File: src/rtl/imem_pkg.sv
// Shared types and constants for the pipelined instruction memory.
// Parity storage is enabled by defining IMEM_PARITY_EN.
package imem_pkg;

  localparam logic [15:0] IMEM_HALT = 16'hFFFF;
  localparam int IMEM_LAT_MIN = 1;
  localparam int IMEM_LAT_MAX = 4;

  typedef enum logic [1:0] {
    RUN,
    DRAIN,
    PROG
  } imem_state_t;

  function automatic bit imem_lat_ok(input int lat);
    return (lat >= IMEM_LAT_MIN) && (lat <= IMEM_LAT_MAX);
  endfunction

endpackage

File: src/rtl/imem_if.sv
// Fetch, read-return and program-load bundle between IF stage and imem.
// master = IF stage / loader side, slave = memory side.
interface imem_if #(
  parameter int DATA_W = 16,
  parameter int ADDR_W = 16
);

  logic              if_req;
  logic [ADDR_W-1:0] if_addr;
  logic              if_ready;
  logic              rd_stall;
  logic              flush;
  logic              rd_valid;
  logic [DATA_W-1:0] rd_data;
  logic [ADDR_W-1:0] rd_addr;
  logic              rd_oor;
  logic              rd_perr;
  logic              prog_en;
  logic              prog_we;
  logic [ADDR_W-1:0] prog_addr;
  logic [DATA_W-1:0] prog_data;
  logic              prog_inj;
  logic              prog_mode;

  modport master (
    output if_req, if_addr, rd_stall, flush,
    output prog_en, prog_we, prog_addr,
    output prog_data, prog_inj,
    input  if_ready, rd_valid, rd_data,
    input  rd_addr, rd_oor, rd_perr, prog_mode
  );

  modport slave (
    input  if_req, if_addr, rd_stall, flush,
    input  prog_en, prog_we, prog_addr,
    input  prog_data, prog_inj,
    output if_ready, rd_valid, rd_data,
    output rd_addr, rd_oor, rd_perr, prog_mode
  );

endinterface

File: src/rtl/imem_rd_pipe.sv
// LATENCY-deep read return pipeline: valid/addr/data/flags per stage,
// holds on stall, clears valids on flush; last stage is the output.
module imem_rd_pipe
  import imem_pkg::*;
#(
  parameter int DATA_W = 16,
  parameter int ADDR_W = 16,
  parameter int LATENCY = 1,
  parameter logic [DATA_W-1:0] HALT_WORD = DATA_W'(IMEM_HALT)
) (
  input  logic              clk,
  input  logic              rst_n,
  input  logic              stall,
  input  logic              flush,
  input  logic              in_valid,
  input  logic [ADDR_W-1:0] in_addr,
  input  logic [DATA_W-1:0] in_data,
  input  logic              in_oor,
  input  logic              in_perr,
  output logic              out_valid,
  output logic [ADDR_W-1:0] out_addr,
  output logic [DATA_W-1:0] out_data,
  output logic              out_oor,
  output logic              out_perr,
  output logic              any_valid
);

  logic [LATENCY-1:0] v;
  logic [LATENCY-1:0] o;
  logic [LATENCY-1:0] p;
  logic [ADDR_W-1:0]  a [LATENCY];
  logic [DATA_W-1:0]  d [LATENCY];
  logic               adv;

  assign adv = flush || !stall;

  // Payload only moves with a valid word, so the output holds between pulses.
  always_ff @(posedge clk or negedge rst_n) begin
    if (!rst_n) begin
      v <= '0;
      o <= '0;
      p <= '0;
      for (int i = 0; i < LATENCY; i++) begin
        a[i] <= '0;
        d[i] <= HALT_WORD;
      end
    end else if (adv) begin
      v[0] <= in_valid;
      if (in_valid) begin
        a[0] <= in_addr;
        d[0] <= in_data;
        o[0] <= in_oor;
        p[0] <= in_perr;
      end
      for (int i = 1; i < LATENCY; i++) begin
        v[i] <= v[i-1] && !flush;
        if (v[i-1] && !flush) begin
          a[i] <= a[i-1];
          d[i] <= d[i-1];
          o[i] <= o[i-1];
          p[i] <= p[i-1];
        end
      end
    end
  end

  assign out_valid = v[LATENCY-1];
  assign out_addr  = a[LATENCY-1];
  assign out_data  = d[LATENCY-1];
  assign out_oor   = v[LATENCY-1] && o[LATENCY-1];
  assign out_perr  = v[LATENCY-1] && p[LATENCY-1];
  assign any_valid = |v;

endmodule

File: src/rtl/imem_pipelined.sv
// Synchronous IF-stage instruction memory with runtime program load.
// Define IMEM_PARITY_EN to store and check a per-word even-parity bit.
module imem_pipelined
  import imem_pkg::*;
#(
  parameter int DATA_W = 16,
  parameter int ADDR_W = 16,
  parameter int DEPTH = 256,
  parameter int LATENCY = 1,
  parameter logic [DATA_W-1:0] HALT_WORD = DATA_W'(IMEM_HALT)
) (
  input logic   clk,
  input logic   rst_n,
  imem_if.slave bus
);

  localparam int IW = (DEPTH > 1) ? $clog2(DEPTH) : 1;

  if (!imem_lat_ok(LATENCY)) begin : g_bad_lat
    $error("imem_pipelined: LATENCY out of range");
  end

  imem_state_t       state;
  logic              prog_mode_q;
  logic [DATA_W-1:0] mem [DEPTH];
  logic              accept;
  logic              fetch_in;
  logic              prog_in;
  logic              wr_en;
  logic              any_valid;
  logic [IW-1:0]     f_idx;
  logic [IW-1:0]     p_idx;
  logic [DATA_W-1:0] f_word;
  logic [DATA_W-1:0] f_data;
  logic              f_perr;

  assign bus.if_ready = (state == RUN) && !bus.rd_stall;
  assign accept   = bus.if_req && bus.if_ready;
  assign fetch_in = {1'b0, bus.if_addr} < (ADDR_W+1)'(DEPTH);
  assign prog_in  = {1'b0, bus.prog_addr} < (ADDR_W+1)'(DEPTH);
  assign f_idx    = bus.if_addr[IW-1:0];
  assign p_idx    = bus.prog_addr[IW-1:0];
  assign f_word   = mem[f_idx];
  assign wr_en    = (state == PROG) && bus.prog_we && prog_in;

  // Array is deliberately not reset so a reset keeps loaded code.
  always_ff @(posedge clk) begin
    if (wr_en) mem[p_idx] <= bus.prog_data;
  end

`ifdef IMEM_PARITY_EN
  logic par [DEPTH];

  always_ff @(posedge clk) begin
    if (wr_en) par[p_idx] <= (^bus.prog_data) ^ bus.prog_inj;
  end

  assign f_perr = fetch_in && ((^f_word) != par[f_idx]);
`else
  logic unused_inj;

  assign unused_inj = bus.prog_inj;
  assign f_perr     = 1'b0;
`endif

  assign f_data = (!fetch_in || f_perr) ? HALT_WORD : f_word;

  always_ff @(posedge clk or negedge rst_n) begin
    if (!rst_n) begin
      state       <= RUN;
      prog_mode_q <= 1'b0;
    end else begin
      unique case (state)
        RUN: begin
          if (bus.prog_en) state <= DRAIN;
        end
        DRAIN: begin
          if (!bus.prog_en) begin
            state <= RUN;
          end else if (!any_valid) begin
            state       <= PROG;
            prog_mode_q <= 1'b1;
          end
        end
        PROG: begin
          if (!bus.prog_en) begin
            state       <= RUN;
            prog_mode_q <= 1'b0;
          end
        end
        default: begin
          state       <= RUN;
          prog_mode_q <= 1'b0;
        end
      endcase
    end
  end

  assign bus.prog_mode = prog_mode_q;

  imem_rd_pipe #(
    .DATA_W   (DATA_W),
    .ADDR_W   (ADDR_W),
    .LATENCY  (LATENCY),
    .HALT_WORD(HALT_WORD)
  ) u_pipe (
    .clk      (clk),
    .rst_n    (rst_n),
    .stall    (bus.rd_stall),
    .flush    (bus.flush),
    .in_valid (accept),
    .in_addr  (bus.if_addr),
    .in_data  (f_data),
    .in_oor   (!fetch_in),
    .in_perr  (f_perr),
    .out_valid(bus.rd_valid),
    .out_addr (bus.rd_addr),
    .out_data (bus.rd_data),
    .out_oor  (bus.rd_oor),
    .out_perr (bus.rd_perr),
    .any_valid(any_valid)
  );

endmodule

File: src/flat_wrapper.sv
// flat-port wrapper written by rule: the top's interface ports become plain ports
module imem_pipelined_flat import imem_pkg::*;
#(
  parameter int DATA_W = 16,
  parameter int ADDR_W = 16,
  parameter int DEPTH = 256,
  parameter int LATENCY = 1,
  parameter logic [DATA_W-1:0] HALT_WORD = DATA_W'(IMEM_HALT)
)
  (clk, rst_n, bus_if_req, bus_if_addr, bus_rd_stall, bus_flush, bus_prog_en, bus_prog_we, bus_prog_addr, bus_prog_data, bus_prog_inj, bus_if_ready, bus_rd_valid, bus_rd_data, bus_rd_addr, bus_rd_oor, bus_rd_perr, bus_prog_mode);
  imem_if #(.DATA_W(DATA_W), .ADDR_W(ADDR_W)) bus_i ();
  input logic clk;
  input logic rst_n;
  input wire logic [$bits(bus_i.if_req)-1:0] bus_if_req;
  input wire logic [$bits(bus_i.if_addr)-1:0] bus_if_addr;
  input wire logic [$bits(bus_i.rd_stall)-1:0] bus_rd_stall;
  input wire logic [$bits(bus_i.flush)-1:0] bus_flush;
  input wire logic [$bits(bus_i.prog_en)-1:0] bus_prog_en;
  input wire logic [$bits(bus_i.prog_we)-1:0] bus_prog_we;
  input wire logic [$bits(bus_i.prog_addr)-1:0] bus_prog_addr;
  input wire logic [$bits(bus_i.prog_data)-1:0] bus_prog_data;
  input wire logic [$bits(bus_i.prog_inj)-1:0] bus_prog_inj;
  output wire logic [$bits(bus_i.if_ready)-1:0] bus_if_ready;
  output wire logic [$bits(bus_i.rd_valid)-1:0] bus_rd_valid;
  output wire logic [$bits(bus_i.rd_data)-1:0] bus_rd_data;
  output wire logic [$bits(bus_i.rd_addr)-1:0] bus_rd_addr;
  output wire logic [$bits(bus_i.rd_oor)-1:0] bus_rd_oor;
  output wire logic [$bits(bus_i.rd_perr)-1:0] bus_rd_perr;
  output wire logic [$bits(bus_i.prog_mode)-1:0] bus_prog_mode;
  assign bus_i.if_req = bus_if_req;
  assign bus_i.if_addr = bus_if_addr;
  assign bus_i.rd_stall = bus_rd_stall;
  assign bus_i.flush = bus_flush;
  assign bus_i.prog_en = bus_prog_en;
  assign bus_i.prog_we = bus_prog_we;
  assign bus_i.prog_addr = bus_prog_addr;
  assign bus_i.prog_data = bus_prog_data;
  assign bus_i.prog_inj = bus_prog_inj;
  assign bus_if_ready = bus_i.if_ready;
  assign bus_rd_valid = bus_i.rd_valid;
  assign bus_rd_data = bus_i.rd_data;
  assign bus_rd_addr = bus_i.rd_addr;
  assign bus_rd_oor = bus_i.rd_oor;
  assign bus_rd_perr = bus_i.rd_perr;
  assign bus_prog_mode = bus_i.prog_mode;
  imem_pipelined #(.DATA_W(DATA_W), .ADDR_W(ADDR_W), .DEPTH(DEPTH), .LATENCY(LATENCY), .HALT_WORD(HALT_WORD)) u_core (.clk(clk), .rst_n(rst_n), .bus(bus_i));
endmodule
File: config.mk
export PLATFORM = sky130hd
export DESIGN_NAME = imem_pipelined_flat
export DESIGN_NICKNAME = d
export VERILOG_FILES = /design/src/rtl/imem_pkg.sv /design/src/rtl/imem_if.sv /design/src/rtl/imem_rd_pipe.sv /design/src/rtl/imem_pipelined.sv /design/src/flat_wrapper.sv
export SDC_FILE = /design/constraint.sdc
export NUM_CORES = 2
export LEC_CHECK = 0
export ABC_AREA = 1
export CAP_MARGIN = 15
export CORE_MARGIN = 10
export CORE_UTILIZATION = 40
export DETAILED_ROUTE_END_ITERATION = 8
export HOLD_SLACK_MARGIN = 0.03
export PLACE_DENSITY = 0.62
export RECOVER_POWER = 50
export SYNTH_ARGS = -nofsm -noshare
export SYNTH_HDL_FRONTEND = slang
export SYNTH_SLANG_ARGS = --single-unit
export TNS_END_PERCENT = 10
File: constraint.sdc
create_clock -name clk -period 2.7 [get_ports clk]
set_clock_uncertainty 0.15 [all_clocks]
set_input_delay 0.405 -clock clk [delete_from_list [all_inputs] [get_ports clk]]
set_output_delay 0.405 -clock clk [all_outputs]
set_load 0.01 [all_outputs]
* After elaboration in Yosys (flattened, before gate mapping) *
Memory sizes are Yosys's and may differ from the RTL's.
Index checks and enable logic that the tools add are counted.

storage, ports and cells
  register bits after elaboration = 37
  bits in latches = 0
  memory bits (writable) = 4096
  ROM bits = 0
  bits of input ports = 56
  logic and storage cells = 41
  memories kept = 1

memory list
  memory      depth  bits a word  rd ports  clocked after memory_dff  wr ports  RTL line              source
  u_core.mem  256    16           1         0                         1         imem_pipelined.sv:25  logic [DATA_W-1:0] mem [DEPTH];

cells by class
  add/subtract/negate cells = 0
  multiply operators = 0
  div/mod/pow operators = 0
  order comparisons = 2
  eq/ne operators = 7
  shift operators = 0
  mux-type cells = 12
  bitwise operators = 1
  reductions and logical operators = 12

operator list
  cell                   number
  $lt A16 B9 Y1 const B  2
  $mux W16               1
  $mux W2                4
  $ne A2 B2 Y1 const B   4
  $pmux W2 S3            1
  $logic_and A1 B1 Y1    5
  $mux W1                5
  $reduce_and A4 Y1      1
  $ne A3 B3 Y1 const B   1
  $pmux W1 S3            1
  $reduce_and A3 Y1      1
  $eq A2 B1 Y1 const B   1
  $eq A2 B2 Y1 const B   1
  $logic_not A1 Y1       2
  $logic_not A2 Y1       1
  $reduce_and A2 Y1      1
  $logic_or A1 B1 Y1     1
  $not A1 Y1             1

* Logic depth before layout (Yosys ltp) *
  word-level depth = 5
  gate-level depth with buffers = 17

* Modules after synthesis *
Synthesis repeated with hierarchy kept, for this count alone.

unflattened totals
  cells, all modules = 13743
  area total of the unflattened synthesis = 166902.6 um2

modules (own cells, without submodules)
  module          times used  cells each  area each (um2)  seq. area each (um2)
  imem_pipelined  1           13586       165432.4         123073.0
  imem_rd_pipe    1           157         1470.2           895.9

* Worst setup path after synthesis *
No wires, ideal clock.

  path type = input to register
  start = input bus_prog_addr[15]
  end = memory u_core.mem[10][0], enable pin
  arrival = 2.316 ns
  required time = 2.162 ns
  setup slack = -0.155 ns
  stages = 6
  buffers on the path = 1
  cells stage by stage = nor4_1 -> nand4_1 -> nor2_1 -> nand4_1 -> clkbuf_1 -> nor2_1

between the ends
  word-level cells in the longest chain between the ends = 4

RTL lines
  what                           RTL line              source
  from (decl)                    flat_wrapper.sv:20    input wire logic [$bits(bus_i.prog_addr)-1:0] bus_prog_addr;
  $lt A16 B9 Y1                  imem_pipelined.sv:40  assign prog_in = {1'b0, bus.prog_addr} < (ADDR_W+1)'(DEPTH);
  $logic_and A1 B1 Y1            imem_pipelined.sv:44  assign wr_en = (state == PROG) && bus.prog_we && prog_in;
  $mux W1                        imem_pipelined.sv:48  if (wr_en) mem[p_idx] <= bus.prog_data;
  $mux W1 (not written as such)  imem_pipelined.sv:48
  to (decl)                      imem_pipelined.sv:25

No other way between the ends.

* Worst setup path in the final report *
  start = input bus_prog_data[13]
  end = memory u_core.mem[140][13], data pin

RTL lines
  what         RTL line            source
  from (decl)  flat_wrapper.sv:21  input wire logic [$bits(bus_i.prog_data)-1:0] bus_prog_data;

No word-level cell before the write port.

==> out/metrics.cfg <==
[status]
status=complete, but fails checks
violations=capacitance limit, slew limit, setup timing

[setup_path]
crit_buf_inv=3
critical_path_class=in2reg
crit_family=buffers and inverters
crit_chain=dlygate4sd3_1, clkbuf_2, clkbuf_4
cp-end-kind=register
arrival_ps=3230
crit_path_top_delay_cell=clkbuf_2
cp_max_fo=50
cp.required_ps=3230
slowest_delay_ps=1290
cp-start-kind=input port

[detailed_routing]
wl_per_cell_um=24.7
dr.pass1.iters=6
drt_iter0_drc=15068
viasPerCell=5.53
via_count=112959
drc=0
antenna_left=0
wl_mm=506

[flow_run]
maxCapViolations=13

[synth]
ys_warn_count=0
synth.area.top_cells=edfxtp_1, nand3_1, nand2_1
ys_seq_area_frac=0.745
syn_area_per_cell_um2=12.1
syn_nets=13780
ys_ff_latch=4133
synth_top_cell_by_area=edfxtp_1
synth_cell_type_count=27
syn-cell-area_mm2=0.166
synth_cells=13724
synth_top_area_frac=0.739

[cts]
cts_max_level=5
cts_sinks=4133
cts_root_buf=clkbuf_16
cts_setup_buffers=0
cts_tree=yes
insertion_delay_ps=1060
clkTransAtPathRegs_ps=60
clock_path_buffers=4
cts_buffers=423

[final_layout]
instances_no_fill=20439
area_growth_pct=19.2
drive_gt1_frac=0.126
fill_cells=35615
fin_nets=14660
utilization=0.480
final_common_cell=nand2_1
final_cell_mix=nand2_1, edfxtp_1, nand3_1

[timing]
max_freq_mhz=370
tightest_slew_ps=2510
period_needed_ps=2700
rsz0062_at_grt=false
fin_ws_ps=-3.52
slew_viol_final=803
fin_setup_tns_ps=-22.7
finalCritPeriodShare=1.00
slew_headroom=-0.670
finalSetupViolations=7
hold_viol=0

[global_route]
grt_pass1_vias=106106
antenna_found_initial=27
grt_pass1_wl_mm=733
overflow=0
grt_max_degree=102
grtUsageTotal=0.220

[placement]
placed_cells=19621
gp_congestion=0.903
port-buffer-count=90
hpwl_mm=316

[power_and_ir_drop]
p_leak_nw=70.4
vdd_drop_max_uv=622
powerDensity_mw_per_mm2=694

[floorplanning]
die_h_um=665
die_x_um=665
io_pins=93
die_area_mm2=0.442
row_count=236
start_util=0.402
core_mm2=0.414

[min_path]
hold_class=in2reg

sequential cells by signal, summed over array words and instances, names as in the netlist:
register                 flops
u_core.u_pipe.out_data      16
u_core.mem                4096
u_core.u_pipe.any_valid      1
u_core.state                 2
u_core.bus.prog_mode         1
u_core.u_pipe.out_addr      16
u_core.u_pipe.o              1
worst paths after layout:
path | startpoint | end | slack [ps] | cells after the start
max in group asynchronous | rst_n | u_core.u_pipe.out_addr[10]$_DFFE_PN0P_ | 860 | 4
setup / recovery | bus_prog_data[13] | u_core.mem[140][13]$_DFFE_PP_ | -4 | 3
hold / removal | bus_if_addr[7] | u_core.u_pipe.out_data[4]$_DFFE_PN1P_ | 160 | 6
setup reg to reg | u_core.state[0]$_DFFE_PN0P_ | u_core.mem[134][7]$_DFFE_PP_ | 90 | 9
hold reg to reg | u_core.u_pipe.out_addr[0]$_DFFE_PN0P_ | u_core.u_pipe.out_addr[0]$_DFFE_PN0P_ | 340 | 2
min in group asynchronous | rst_n | u_core.u_pipe.out_addr[9]$_DFFE_PN0P_ | 710 | 4
where the power goes:
part           switching, mW  leakage, nW  total (mW)  internal, mW
sequential            0.0568         37.2        70.7          70.6
combinational           6.82         26.7        9.86          3.04
clock                   24.8         6.49        57.0          32.2
worst reg2reg max path: cells and delay by family, from the launching register on:
kind          cells  cell delay [ps]
buf+inv           4              860
simple gates      5              840
flops             1              440
final cells by class:
class,instances,area (um^2),area share
tap,5474,6850,0.0345
sequential,4133,124000,0.625
clock inverter,247,2290,0.0116
clock buffer,522,11000,0.0557
inverter,61,290,0.00146
timing repair buffer,1400,16400,0.0827
antenna,17,42.5,0.000214
multi-input combinational,8585,37500,0.189
through the flow:
stage	setup WS (ps)	total power, mW	instance area, um^2	hold WS (ps)
2_1_floorplan	-155	76.3	166000	-40.6
3_3_place_gp	-493	81.7	185000	318
3_5_place_dp	-483	81.8	185000	326
4_1_cts	16.5	138	199000	61.0
5_1_grt	33.9	141	198000	175
6_report	-3.52	138	198000	157
synthesized netlist by cell type:
| library cell | n |
|---|---|
| a211oi_1 | 1 |
| a21oi_1 | 1 |
| a22o_1 | 1 |
| buf_1 | 79 |
| buf_2 | 520 |
| buf_4 | 113 |
| buf_6 | 26 |
| buf_8 | 1 |
| clkbuf_1 | 206 |
| clkinv_1 | 2 |
| conb_1 | 1 |
| dfrtp_1 | 21 |
| dfstp_2 | 16 |
| edfxtp_1 | 4096 |
| inv_1 | 56 |
| inv_4 | 3 |
| mux2_2 | 5 |
| nand2_1 | 4223 |
| nand2_2 | 1 |
| nand3_1 | 4048 |
| nand4_1 | 18 |
| nor2_1 | 267 |
| nor3_1 | 2 |
| nor3_2 | 1 |
| nor4_1 | 2 |
| o21ai_0 | 13 |
| o31ai_1 | 1 |
layer usage:
| layer | up-vias | global-route usage | part of all wire |
|---|---|---|---|
| li1 | 50862 | - | - |
| met1 | 55485 | 0.304 | 0.40 |
| met2 | 5561 | 0.342 | 0.45 |
| met3 | 1041 | 0.0383 | 0.092 |
| met4 | 10 | 0.0948 | 0.049 |
| met5 | - | 0 | 0.00015 |
repair_timing:
action / in CTS / in global routing
gates resized for setup: 19 / 12
endpoints found under the hold margin: 2924 / 0
hold buffers: 32 / 0
endpoints found under the setup margin: 17 / 314
logic make-up (layout without fill, tap and decap cells):
| group | after synthesis | in the layout | synth area share |
|---|---|---|---|
| other | 1 | 18 | 0.0000225 |
| AO/OA/AOI/OAI | 17 | 17 | 0.000564 |
| AND/OR/NAND/NOR | 8562 | 8562 | 0.224 |
| flip-flops | 4133 | 4133 | 0.745 |
| buffers and inverters | 1006 | 2230 | 0.0304 |
| multiplexers | 5 | 5 | 0.000338 |
No activity file was read; power rests on OpenSTA's default activity.
